<file path="src/rtl/axis_packet_filter_sf.sv">
// Store-and-forward AXI4-Stream packet filter: header mask/value rule plus max-length check.
// Define FILTER_STATS_EN to build the pass/drop statistics counters; otherwise they read 0.
module axis_packet_filter_sf #(
    parameter int DATA_WIDTH = 16,
    parameter int DEPTH      = 16,
    parameter int CNT_WIDTH  = 32
) (
    input  logic                       aclk,
    input  logic                       aresetn,
    input  logic                       s_axis_tvalid,
    output logic                       s_axis_tready,
    input  logic [DATA_WIDTH-1:0]      s_axis_tdata,
    input  logic                       s_axis_tlast,
    output logic                       m_axis_tvalid,
    input  logic                       m_axis_tready,
    output logic [DATA_WIDTH-1:0]      m_axis_tdata,
    output logic                       m_axis_tlast,
    input  logic [DATA_WIDTH-1:0]      cfg_match_value,
    input  logic [DATA_WIDTH-1:0]      cfg_match_mask,
    input  logic                       cfg_pass_on_match,
    input  logic [$clog2(DEPTH):0]     cfg_max_len,
    output logic [CNT_WIDTH-1:0]       stat_pass_count,
    output logic [CNT_WIDTH-1:0]       stat_drop_count
);

    localparam int AW = $clog2(DEPTH);
    localparam int PW = AW + 1;

    typedef enum logic [1:0] {HEADER, PAYLOAD, DISCARD} state_t;

    state_t              state_q, state_d;
    logic [PW-1:0]       wr_ptr, wr_ptr_d;
    logic [PW-1:0]       commit_ptr, commit_ptr_d;
    logic [PW-1:0]       rd_ptr;
    logic [PW-1:0]       len_q, len_d;
    logic [PW-1:0]       max_len_q, max_len_d;
    logic [PW-1:0]       eff_max;
    logic [PW-1:0]       level;
    logic                ready_en;
    logic                full, over, match, keep;
    logic                s_fire, m_fire;
    logic                mem_we, pass_inc, drop_inc;
    logic [DATA_WIDTH:0] mem [DEPTH];

    assign level   = wr_ptr - rd_ptr;
    assign full    = (level == PW'(DEPTH));
    assign over    = (len_q + PW'(1)) > max_len_q;
    assign match   = ((s_axis_tdata ^ cfg_match_value) & cfg_match_mask) == '0;
    assign keep    = match ~^ cfg_pass_on_match;
    assign eff_max = (cfg_max_len == '0 || cfg_max_len > PW'(DEPTH)) ? PW'(DEPTH) : cfg_max_len;

    // An oversize beat is never stored, so it may be taken even when the buffer is full;
    // this keeps a DEPTH+1 beat packet from stalling forever against its own uncommitted beats.
    assign s_axis_tready = ready_en &&
                           ((state_q == DISCARD) || !full || (state_q == PAYLOAD && over));
    assign s_fire        = s_axis_tvalid && s_axis_tready;

    assign m_axis_tvalid = (rd_ptr != commit_ptr);
    assign m_fire        = m_axis_tvalid && m_axis_tready;
    assign {m_axis_tlast, m_axis_tdata} = mem[rd_ptr[AW-1:0]];

    always_comb begin
        state_d      = state_q;
        wr_ptr_d     = wr_ptr;
        commit_ptr_d = commit_ptr;
        len_d        = len_q;
        max_len_d    = max_len_q;
        mem_we       = 1'b0;
        pass_inc     = 1'b0;
        drop_inc     = 1'b0;
        case (state_q)
            HEADER: begin
                if (s_fire) begin
                    max_len_d = eff_max;
                    if (keep) begin
                        mem_we   = 1'b1;
                        wr_ptr_d = wr_ptr + PW'(1);
                        len_d    = PW'(1);
                        if (s_axis_tlast) begin
                            commit_ptr_d = wr_ptr + PW'(1);
                            pass_inc     = 1'b1;
                        end else begin
                            state_d = PAYLOAD;
                        end
                    end else if (s_axis_tlast) begin
                        drop_inc = 1'b1;
                    end else begin
                        state_d = DISCARD;
                    end
                end
            end
            PAYLOAD: begin
                if (s_fire) begin
                    len_d = len_q + PW'(1);
                    if (over) begin
                        wr_ptr_d = commit_ptr;
                        if (s_axis_tlast) begin
                            drop_inc = 1'b1;
                            state_d  = HEADER;
                        end else begin
                            state_d = DISCARD;
                        end
                    end else begin
                        mem_we   = 1'b1;
                        wr_ptr_d = wr_ptr + PW'(1);
                        if (s_axis_tlast) begin
                            commit_ptr_d = wr_ptr + PW'(1);
                            pass_inc     = 1'b1;
                            state_d      = HEADER;
                        end
                    end
                end
            end
            DISCARD: begin
                if (s_fire && s_axis_tlast) begin
                    drop_inc = 1'b1;
                    state_d  = HEADER;
                end
            end
            default: state_d = HEADER;
        endcase
    end

    always_ff @(posedge aclk or negedge aresetn) begin
        if (!aresetn) begin
            state_q    <= HEADER;
            wr_ptr     <= '0;
            commit_ptr <= '0;
            rd_ptr     <= '0;
            len_q      <= '0;
            max_len_q  <= '0;
            ready_en   <= 1'b0;
        end else begin
            state_q    <= state_d;
            wr_ptr     <= wr_ptr_d;
            commit_ptr <= commit_ptr_d;
            len_q      <= len_d;
            max_len_q  <= max_len_d;
            ready_en   <= 1'b1;
            if (m_fire)
                rd_ptr <= rd_ptr + PW'(1);
        end
    end

    always_ff @(posedge aclk) begin
        if (mem_we)
            mem[wr_ptr[AW-1:0]] <= {s_axis_tlast, s_axis_tdata};
    end

`ifdef FILTER_STATS_EN
    logic [CNT_WIDTH-1:0] pass_cnt, drop_cnt;

    always_ff @(posedge aclk or negedge aresetn) begin
        if (!aresetn) begin
            pass_cnt <= '0;
            drop_cnt <= '0;
        end else begin
            if (pass_inc)
                pass_cnt <= pass_cnt + CNT_WIDTH'(1);
            if (drop_inc)
                drop_cnt <= drop_cnt + CNT_WIDTH'(1);
        end
    end

    assign stat_pass_count = pass_cnt;
    assign stat_drop_count = drop_cnt;
`else
    logic unused_stats;
    assign unused_stats    = pass_inc | drop_inc;
    assign stat_pass_count = '0;
    assign stat_drop_count = '0;
`endif

endmodule

</file>
<file path="config.mk">
export PLATFORM = sky130hd
export DESIGN_NAME = axis_packet_filter_sf
export DESIGN_NICKNAME = d
export VERILOG_FILES = /design/src/rtl/axis_packet_filter_sf.sv
export SDC_FILE = /design/constraint.sdc
export NUM_CORES = 1
export LEC_CHECK = 0
export BUFFER_PORTS_ARGS = -buffer_cell sky130_fd_sc_hd__clkbuf_2
export CAP_MARGIN = 20
export CORE_MARGIN = 8
export CORE_UTILIZATION = 50
export DETAILED_ROUTE_END_ITERATION = 8
export HOLD_SLACK_MARGIN = 0.1
export PLACE_DENSITY = 0.78
export SLEW_MARGIN = 30
export SYNTH_ARGS = -nofsm -noshare
export SYNTH_HDL_FRONTEND = slang
export SYNTH_SLANG_ARGS = --single-unit
</file>
<file path="constraint.sdc">
create_clock -name aclk -period 6 [get_ports aclk]
set_input_delay 0.6 -clock aclk [delete_from_list [all_inputs] [get_ports aclk]]
set_output_delay 0.6 -clock aclk [all_outputs]
set_load 0.05 [all_outputs]
</file>
==> results.toml, run 1 <==
[outcome]
status = "finished clean"

[clocking]
clockBufferDepth = 3
cts_resized = 0
cts.sink_count = 300
clk_latency_ps = 560
cts_hold_buf = 0
clock-root-buffer = "clkbuf_16"
tritoncts = "yes"
post_cts_buffers = 0
cts_buffers = 28
cts.clk_slew.worst_paths_ps = 60
htreeDepth = 1

[setup_path]
crit_fanout = 18
crit_path_start = "rd_ptr[3]"
worstSetupStartpointType = "flop"
path_class = "reg -> out"
timing.rr.start = "len_q[0]"
required_ps = 5400
worstPathArrival_ps = 3600
crit_path_end_kind = "output port"

[floorplanning]
die_x_microns = 175.8
num_rows = 58
fp.dieArea_sq_um = 30900
core_sq_um = 25110
initial_core_util_pct = 50.85
io_pins = 142
die_y_microns = 175.8

[detailed_routing]
ant_nets = 0
post-route-drc-count = 0
initialDrtViolationCount = 573
vias = 6367
vias_per_cell = 5.690
wire_per_inst_microns = 23.80
dr.pass1.iters = 5
totalWireLength_microns = 26630

[global_route]
grt_usage_pct = 16.98
grt_pass1_wl_microns = 39930
overflow = 0
grt_max_degree = 72
antenna_found_initial = 1
grt_pass1_vias = 6495

[sta]
timing.final.crit_share_pct = 69.99
rsz0062_at_grt = "false"
fin_ws_ps = 1801
setup_viol_count_final = 0
hold_viol_final = 0
period_needed_ps = 4199
slew_violations = 0
slew-limit-headroom_pct = 42.21
fin_worst_skew_ps = 22.17
tns_ps = 0
fmaxAchievable_mhz = 238.1
tightest_slew_ps = 866.9

[pwr]
finalPower_uw = 6390
leakage_uw = 0.004866
power.density_nw_per_um2 = 448.7
irDropWorstVdd_v = 0.0003112

[synth]
dominantRegCellSynth = "edfxtp_1"
syn_area_sq_um = 12770
async_flop_share_pct = 9.333
syn_inst = 679
synth.area.top_cells = "edfxtp_1 (64%), mux4_2 (15%), dfrtp_1 (5.5%)"
ys_ff_latch = 300
yosysSeqAreaShare_pct = 69.46
synth.distinct_cells = 48
ys_warn_count = 0
syn_avg_cell_area_sq_um = 18.80
synth_top_area_share_pct = 63.97
synth_edf_count = 272
synth_top_area_cell = "edfxtp_1"

[layout]
final_core_util_pct = 56.72
area_growth_pct = 11.55
drive_gt1_share_pct = 29.40
n_antenna_cell = 0
nNetsFinal = 843

[place]
hpwlAfterDp_microns = 16690
io_buffers = 77
gp_congestion = 0.8214
preCtsSetupSlack_ps = 1434

[job]
cap_violations = 0

[min_path]
min_path_type = "in -> async"
==> critical path, cell delays in order, from the launching register on <==
cell and delay, ps:
dfrtp_1 430, inv_2 560, ha_1 400, xor2_1 150, or3_1 360, a211oi_2 470
nand2_1 230, and2_1 220, clkbuf_2 240
==> metrics by stage <==
| stage | std cells | cell area, sq um | hold WS (ps) |
|---|---|---|---|
| after CTS | 1119 | 14240 | 125.1 |
| after detailed placement | 1068 | 13390 | 532.9 |
| after floorplan | 742 | 13000 | 304.4 |
| after global routing | 1119 | 14240 | 157.5 |
| after global placement | 1068 | 13320 | 505.4 |
| final | 1119 | 14240 | 113.5 |
==> flip-flops by register name, summed over array words and instances, names as in the netlist <==
signal / flops
len_q: 5
state_q: 2
wr_ptr: 5
mem: 272
rd_ptr: 5
max_len_q: 5
commit_ptr: 5
ready_en: 1
==> logic make-up (layout without fill, tap and decap cells) <==
family / count (synthesis) / after routing / synth area share [%]
multiplexers: 94 / 94 / 15.76
adder cells (fa/ha/maj): 16 / 16 / 1.568
other: 2 / 65 / 0.05882
flip-flops: 300 / 300 / 69.46
XOR/XNOR: 34 / 34 / 2.332
AO/OA/AOI/OAI: 46 / 46 / 2.333
AND/OR/NAND/NOR: 85 / 85 / 3.479
buffers and inverters: 102 / 149 / 5.008
==> cell type report <==
type / instances / area [sq um]
fillers: 1868 / 10870
flip-flops and latches: 300 / 8874
multi-input cells: 340 / 3606
clock buffers: 39 / 752.0
repair buffers: 84 / 441.7
well taps: 330 / 412.9
clock inverters: 12 / 103.9
inverters: 14 / 52.55
==> power by group <==
part	leakage, uW	total [uW]	internal, uW	switching (uW)
Clock	0.000409	1650	919	728
Combinational	0.00166	2150	862	1290
Sequential	0.00280	2590	2400	189
Total	0.00487	6390	4180	2210
==> cells in the mapped netlist, types with 2 or more instances <==
master    count
mux2_2        5
buf_1         3
nor3_1        7
xnor2_1      11
clkbuf_1     13
nand3b_1      5
mux4_2       85
ha_1         16
nand4_1       5
nand2b_1      4
dfrtp_1      28
buf_4        64
nor2_1       20
xor2_1       23
buf_2         7
a22oi_1       8
a21oi_1       6
nand3_1      14
nand2_1      16
and3_1        2
a31oi_1       2
o21ai_0      20
and2_1        3
nor2b_1       2
inv_1        13
edfxtp_1    272
conb_1        2
mux2i_1       3
==> worst paths after layout <==
| kind | end | slack, ps | depth (start not counted) |
|---|---|---|---|
| worst max register to register | mem[0][14] | 1950 | 11 |
| min in group aclk | max_len_q[3] | 310 | 3 |
| worst min-delay path | wr_ptr[3] | 110 | 1 |
| worst min register to register | max_len_q[3] | 540 | 2 |
| worst max-delay path | s_axis_tready | 1800 | 8 |
| max in group asynchronous | rd_ptr[0] | 5350 | 1 |
==> routing by layer <==
layer / global-route usage (%) / part of all wire, % / vias to the layer above
met5: 0 / 0.045 / -
met4: 5.546 / 2.4 / 2
met3: 3.522 / 8.7 / 39
met2: 27.51 / 49 / 324
met1: 22.71 / 40 / 3250
li1: - / - / 2752
==> layout by cell type, fill, tap and decap left out, types with 2 or more instances in the layout <==
master and count:
a21oi_1 6, a22oi_1 8, a31oi_1 2, and2_1 3
and3_1 2, buf_4 6, clkbuf_1 10, clkbuf_16 28
clkbuf_2 77, clkinv_1 7, clkinv_2 2, conb_1 65
dfrtp_1 26, edfxtp_1 272, ha_1 16, inv_1 13
mux2_2 5, mux2i_1 3, mux4_2 85, nand2_1 16
nand2b_1 4, nand3_1 14, nand3b_1 5, nand4_1 5
nor2_1 8, nor2_4 12, nor2b_1 2, nor3_1 3
nor3_2 4, o21ai_0 20, xnor2_1 11, xor2_1 23
Power figures use the tool's default switching activity.
==> run 2, diff against run 1 <==
- PLACE_DENSITY: 0.78 -> 0.8
- clock period: 6 -> 3.43 ns (I/O delays scaled with it)
==> results.toml, run 2 (same netlist as run 1, synthesis figures left out) <==
[global_route]
grt_max_degree = 42
grt_pass1_wl_microns = 42440
overflow = 0
antenna_found_initial = 2
grt_pass1_vias = 6785
grt_usage_pct = 18.26

[floorplanning]
io_pins = 142
initial_core_util_pct = 50.85
die_y_microns = 175.8
num_rows = 58
die_x_microns = 175.8
core_sq_um = 25110
fp.dieArea_sq_um = 30900

[setup_path]
crit_top_cell = "mux4_2"
cp_slowest_cell = "dfrtp_4"
reg2reg_depth = 12
r2r_end = "mem[3][14]"
reg2reg_setup_slack_ps = 290
required_ps = 3090
timing.rr.start = "len_q[0]"
path_cells = "buf_4, mux4_2, mux4_2, clkbuf_2"
crit_path_end_kind = "output port"
critPathMaxStageDelay_ps = 670
path_class = "reg -> out"
crit_fanout = 19
worstPathArrival_ps = 2990
worstSetupStartpointType = "flop"
crit_path_start = "rd_ptr[0]"

[sta]
fmaxAchievable_mhz = 300.3
setup_viol_count_final = 0
tightest_slew_ps = 801.9
fin_worst_skew_ps = 14.80
period_needed_ps = 3330
rsz0062_at_grt = "false"
tns_ps = 0
slew_violations = 0
hold_viol_final = 0
slew-limit-headroom_pct = 46.10
timing.final.crit_share_pct = 97.08

[place]
hpwlAfterDp_microns = 19100
io_buffers = 77
dp.cells = 1110
gp_congestion = 0.8542

[clocking]
cts.sink_count = 300
clockBufferDepth = 3
cts.clk_slew.worst_paths_ps = 60
htreeDepth = 1
tritoncts = "yes"
clk_latency_ps = 540
cts_buffers = 29
clock-root-buffer = "clkbuf_16"

[pwr]
leakage_uw = 0.005152
irDropWorstVdd_v = 0.0004434
power.density_nw_per_um2 = 780.5

[detailed_routing]
vias_per_cell = 5.712
vias = 6672
post-route-drc-count = 0
dr.pass1.iters = 5
totalWireLength_microns = 28340
wire_per_inst_microns = 24.26
ant_nets = 0
initialDrtViolationCount = 661

[layout]
area_growth_pct = 15.17
stdcell_count = 1168
final_cell_mix = "edfxtp_1 (272), mux4_2 (85), clkbuf_2 (77)"
final_common_cell = "edfxtp_1"
largest_reg_flops = 272
n_antenna_cell = 0
nNetsFinal = 893
final_core_util_pct = 58.56
drive_gt1_share_pct = 33.89

[min_path]
min_path_type = "in -> reg"
whs_path_depth = 4
hold_end = "max_len_q[4]"
min_from = "cfg_max_len[4]"

[job]
cap_violations = 0

[outcome]
status = "finished clean"
## run 2: changes by cell type in the layout (fill, tap and decap cells not counted), sizes merged
| cell | previous run | this run |
|---|---|---|
| buf | 7 | 51 |
| clkbuf | 116 | 111 |
| dlygate4sd3 | 0 | 5 |
| clkinv | 10 | 14 |
| inv | 14 | 16 |
| clkinvlp | 1 | 0 |
## run 2: worst max-delay path, delay by kind of cell, from the launching register on
family | cells | cell delay, ps
flip-flops | 1 | 670
multiplexers | 2 | 1100
buffers and inverters | 2 | 650
## run 2: how the worst max path moves through the flow
stage,endpoint,slack (ps)
floorplan,mem[4][0],-160
global placement,mem[13][7],210
detailed placement,mem[12][6],60
CTS,mem[13][9],-0.9
global route,m_axis_tdata[7],0.3
finish,m_axis_tlast,100
## run 2: what timing repair did
action | 4_1_cts | 5_1_grt
cloned | 0 | 0
endpoints found under the setup margin | 1 | 256
hold buffers | 5 | 0
buffers inserted | 0 | 2
pin swaps | 0 | 1
endpoints found under the hold margin | 32 | 0
gates resized for setup | 0 | 4
## run 2: routing by layer
metal / vias up / part of all wire, % / track usage [%]
met2: 357 / 48 / 29.28
met4: 4 / 2.1 / 4.345
met3: 51 / 10 / 4.230
met1: 3407 / 39 / 25.05
met5: - / 0.095 / 0
li1: 2853 / - / -
## run 2: power by group
part	switching, uW	internal, uW
logic	2520	1620
registers	217	4200
clock network	1300	1620
## run 2: area by class of cell
cell class	count	area, sq um
repair buffers	133	918.4
fillers	1807	10410
flip-flops and latches	300	8874
inverters	14	52.55
clock buffers	34	744.5
multi-input cells	340	3593
well taps	330	412.9
clock inverters	17	108.9
## run 2: metrics by stage
stage	instance area (sq um)	hold WS, ps	setup WS (ps)	total power [uW]
after floorplan	13030	47.41	-164.0	7578
final	14700	155.6	100.1	11480
after global routing	14700	175.4	0.3337	11950
after CTS	14670	142.7	-0.8709	11550
after global placement	13760	423.9	211.9	8534
after detailed placement	13760	428.5	58.61	8612
==> run 3, diff against run 2 <==
- PLACE_DENSITY: 0.8 -> 0.78
- SKIP_LAST_GASP: not set -> 1
- clock period: 3.43 -> 4 ns (I/O delays scaled with it)
==> results.toml, run 3 (same netlist as run 1, synthesis figures left out) <==
[place]
gp_congestion = 0.8162
placed_area_sq_um = 13600
preCtsSetupSlack_ps = 458.6
io_buffers = 77
hpwlAfterDp_microns = 17520

[floorplanning]
initial_core_util_pct = 50.85
die_x_microns = 175.8
io_pins = 142
fp.dieArea_sq_um = 30900
die_y_microns = 175.8
num_rows = 58
core_sq_um = 25110

[clocking]
clock-root-buffer = "clkbuf_16"
clockBufferDepth = 3
cts.clk_slew.worst_paths_ps = 70
htreeDepth = 1
cts_hold_buf = 2
clk_latency_ps = 550
tritoncts = "yes"
cts_resized = 0
post_cts_buffers = 0
cts.sink_count = 300
cts_buffers = 29

[detailed_routing]
vias_per_cell = 5.699
initialDrtViolationCount = 612
wire_per_inst_microns = 24.40
ant_nets = 0
totalWireLength_microns = 28130
vias = 6571
dr.pass1.iters = 5
post-route-drc-count = 0

[layout]
largest_reg_flops = 272
nNetsFinal = 875
area_growth_pct = 14.79
multi_input_area_sq_um = 3571
n_fill_cell = 1816
final_core_util_pct = 58.37
final_common_cell = "edfxtp_1"
drive_gt1_share_pct = 33.78
regArea_sq_um = 8874
fin_area_sq_um = 14660
n_antenna_cell = 0
final_cell_mix = "edfxtp_1 (272), mux4_2 (85), clkbuf_2 (77)"

[outcome]
status = "finished clean"

[pwr]
irDropWorstVdd_v = 0.0004266
leakage_uw = 0.005115
power.density_nw_per_um2 = 686.8

[setup_path]
worstSetupStartpointType = "flop"
crit_path_start = "wr_ptr[3]"
crit_fanout = 11
reg2reg_depth = 11
reg2reg_setup_slack_ps = 420
endpoint = "s_axis_tready"
r2r_end = "mem[13][0]"
crit_path_end_kind = "output port"
timing.rr.start = "len_q[0]"
path_class = "reg -> out"
worstPathArrival_ps = 3410
required_ps = 3600

[global_route]
grt.busiest_layer = "met2"
grtUsageMet3_pct = 3.887
met2_usage_pct = 29.75
use_met1_pct = 24.07
grt_usage_pct = 18.25
grt_pass1_wl_microns = 42230
overflow = 0
antenna_found_initial = 0
grt_max_degree = 72
grt_pass1_vias = 6863

[sta]
tns_ps = 0
fin_ws_ps = 188.8
fin_worst_skew_ps = 17.36
slew_violations = 0
timing.final.crit_share_pct = 95.28
rsz0062_at_grt = "false"
fmaxAchievable_mhz = 262.4
period_needed_ps = 3811
whs_ps = 119.0
setup_viol_count_final = 0
hold_viol_final = 0
slew-limit-headroom_pct = 48.61
tightest_slew_ps = 764.5

[min_path]
min_path_type = "in -> reg"

[job]
cap_violations = 0
==> run 3: cell count changes in the layout (fill, tap and decap cells not counted), moves of 4 or more <==
| cell | change |
|---|---|
| clkinv_1 | -4 |
| buf_12 | -5 |
| buf_4 | -10 |
| clkinvlp_4 | +8 |
| clkbuf_1 | -5 |
| bufinv_16 | +5 |
==> run 3: report_power, final <==
group / internal, uW / switching, uW
clock network: 1730 / 1170
registers: 3600 / 205
logic: 1340 / 2010
==> run 3: area by class of cell <==
cell class,count,area share [%]
multi-input cells,340,24.37
flip-flops and latches,300,60.55
repair buffers,115,4.866
clock inverters,25,2.092
inverters,14,0.3586
well taps,330,2.817
clock buffers,29,4.952
==> run 3: critical path, stage by stage (launching register included) <==
cell and delay (ps):
dfrtp_1 770, ha_1 380, xor2_1 150, or3_1 360, a211oi_2 480, nand2_1 270
and2_1 230, clkbuf_2 230
==> run 3: worst min path at each step <==
stage                              start  slack [ps]  cells past startpoint       endpoint
after floorplan                  aresetn         100                      0  commit_ptr[0]
after global placement           aresetn         480                      1   max_len_q[0]
after detailed placement         aresetn         490                      1   max_len_q[1]
after CTS                 cfg_max_len[1]         110                      3   max_len_q[1]
after global routing      cfg_max_len[1]         130                      3   max_len_q[1]
final                     cfg_max_len[1]         120                      3   max_len_q[1]
==> run 3: per-layer routing <==
metal / vias to the layer above / part of all wire (%)
met1: 3377 / 40
met5: - / 0
li1: 2829 / -
met4: 0 / 2.9
met2: 316 / 49
met3: 49 / 8.5
==> run 3: per-stage QoR <==
| stage | std cells | total power [uW] |
|---|---|---|
| 2_1_floorplan | 742 | 6498 |
| 3_3_place_gp | 1097 | 7215 |
| 3_5_place_dp | 1097 | 7254 |
| 4_1_cts | 1153 | 10180 |
| 5_1_grt | 1153 | 10460 |
| 6_report | 1153 | 10070 |
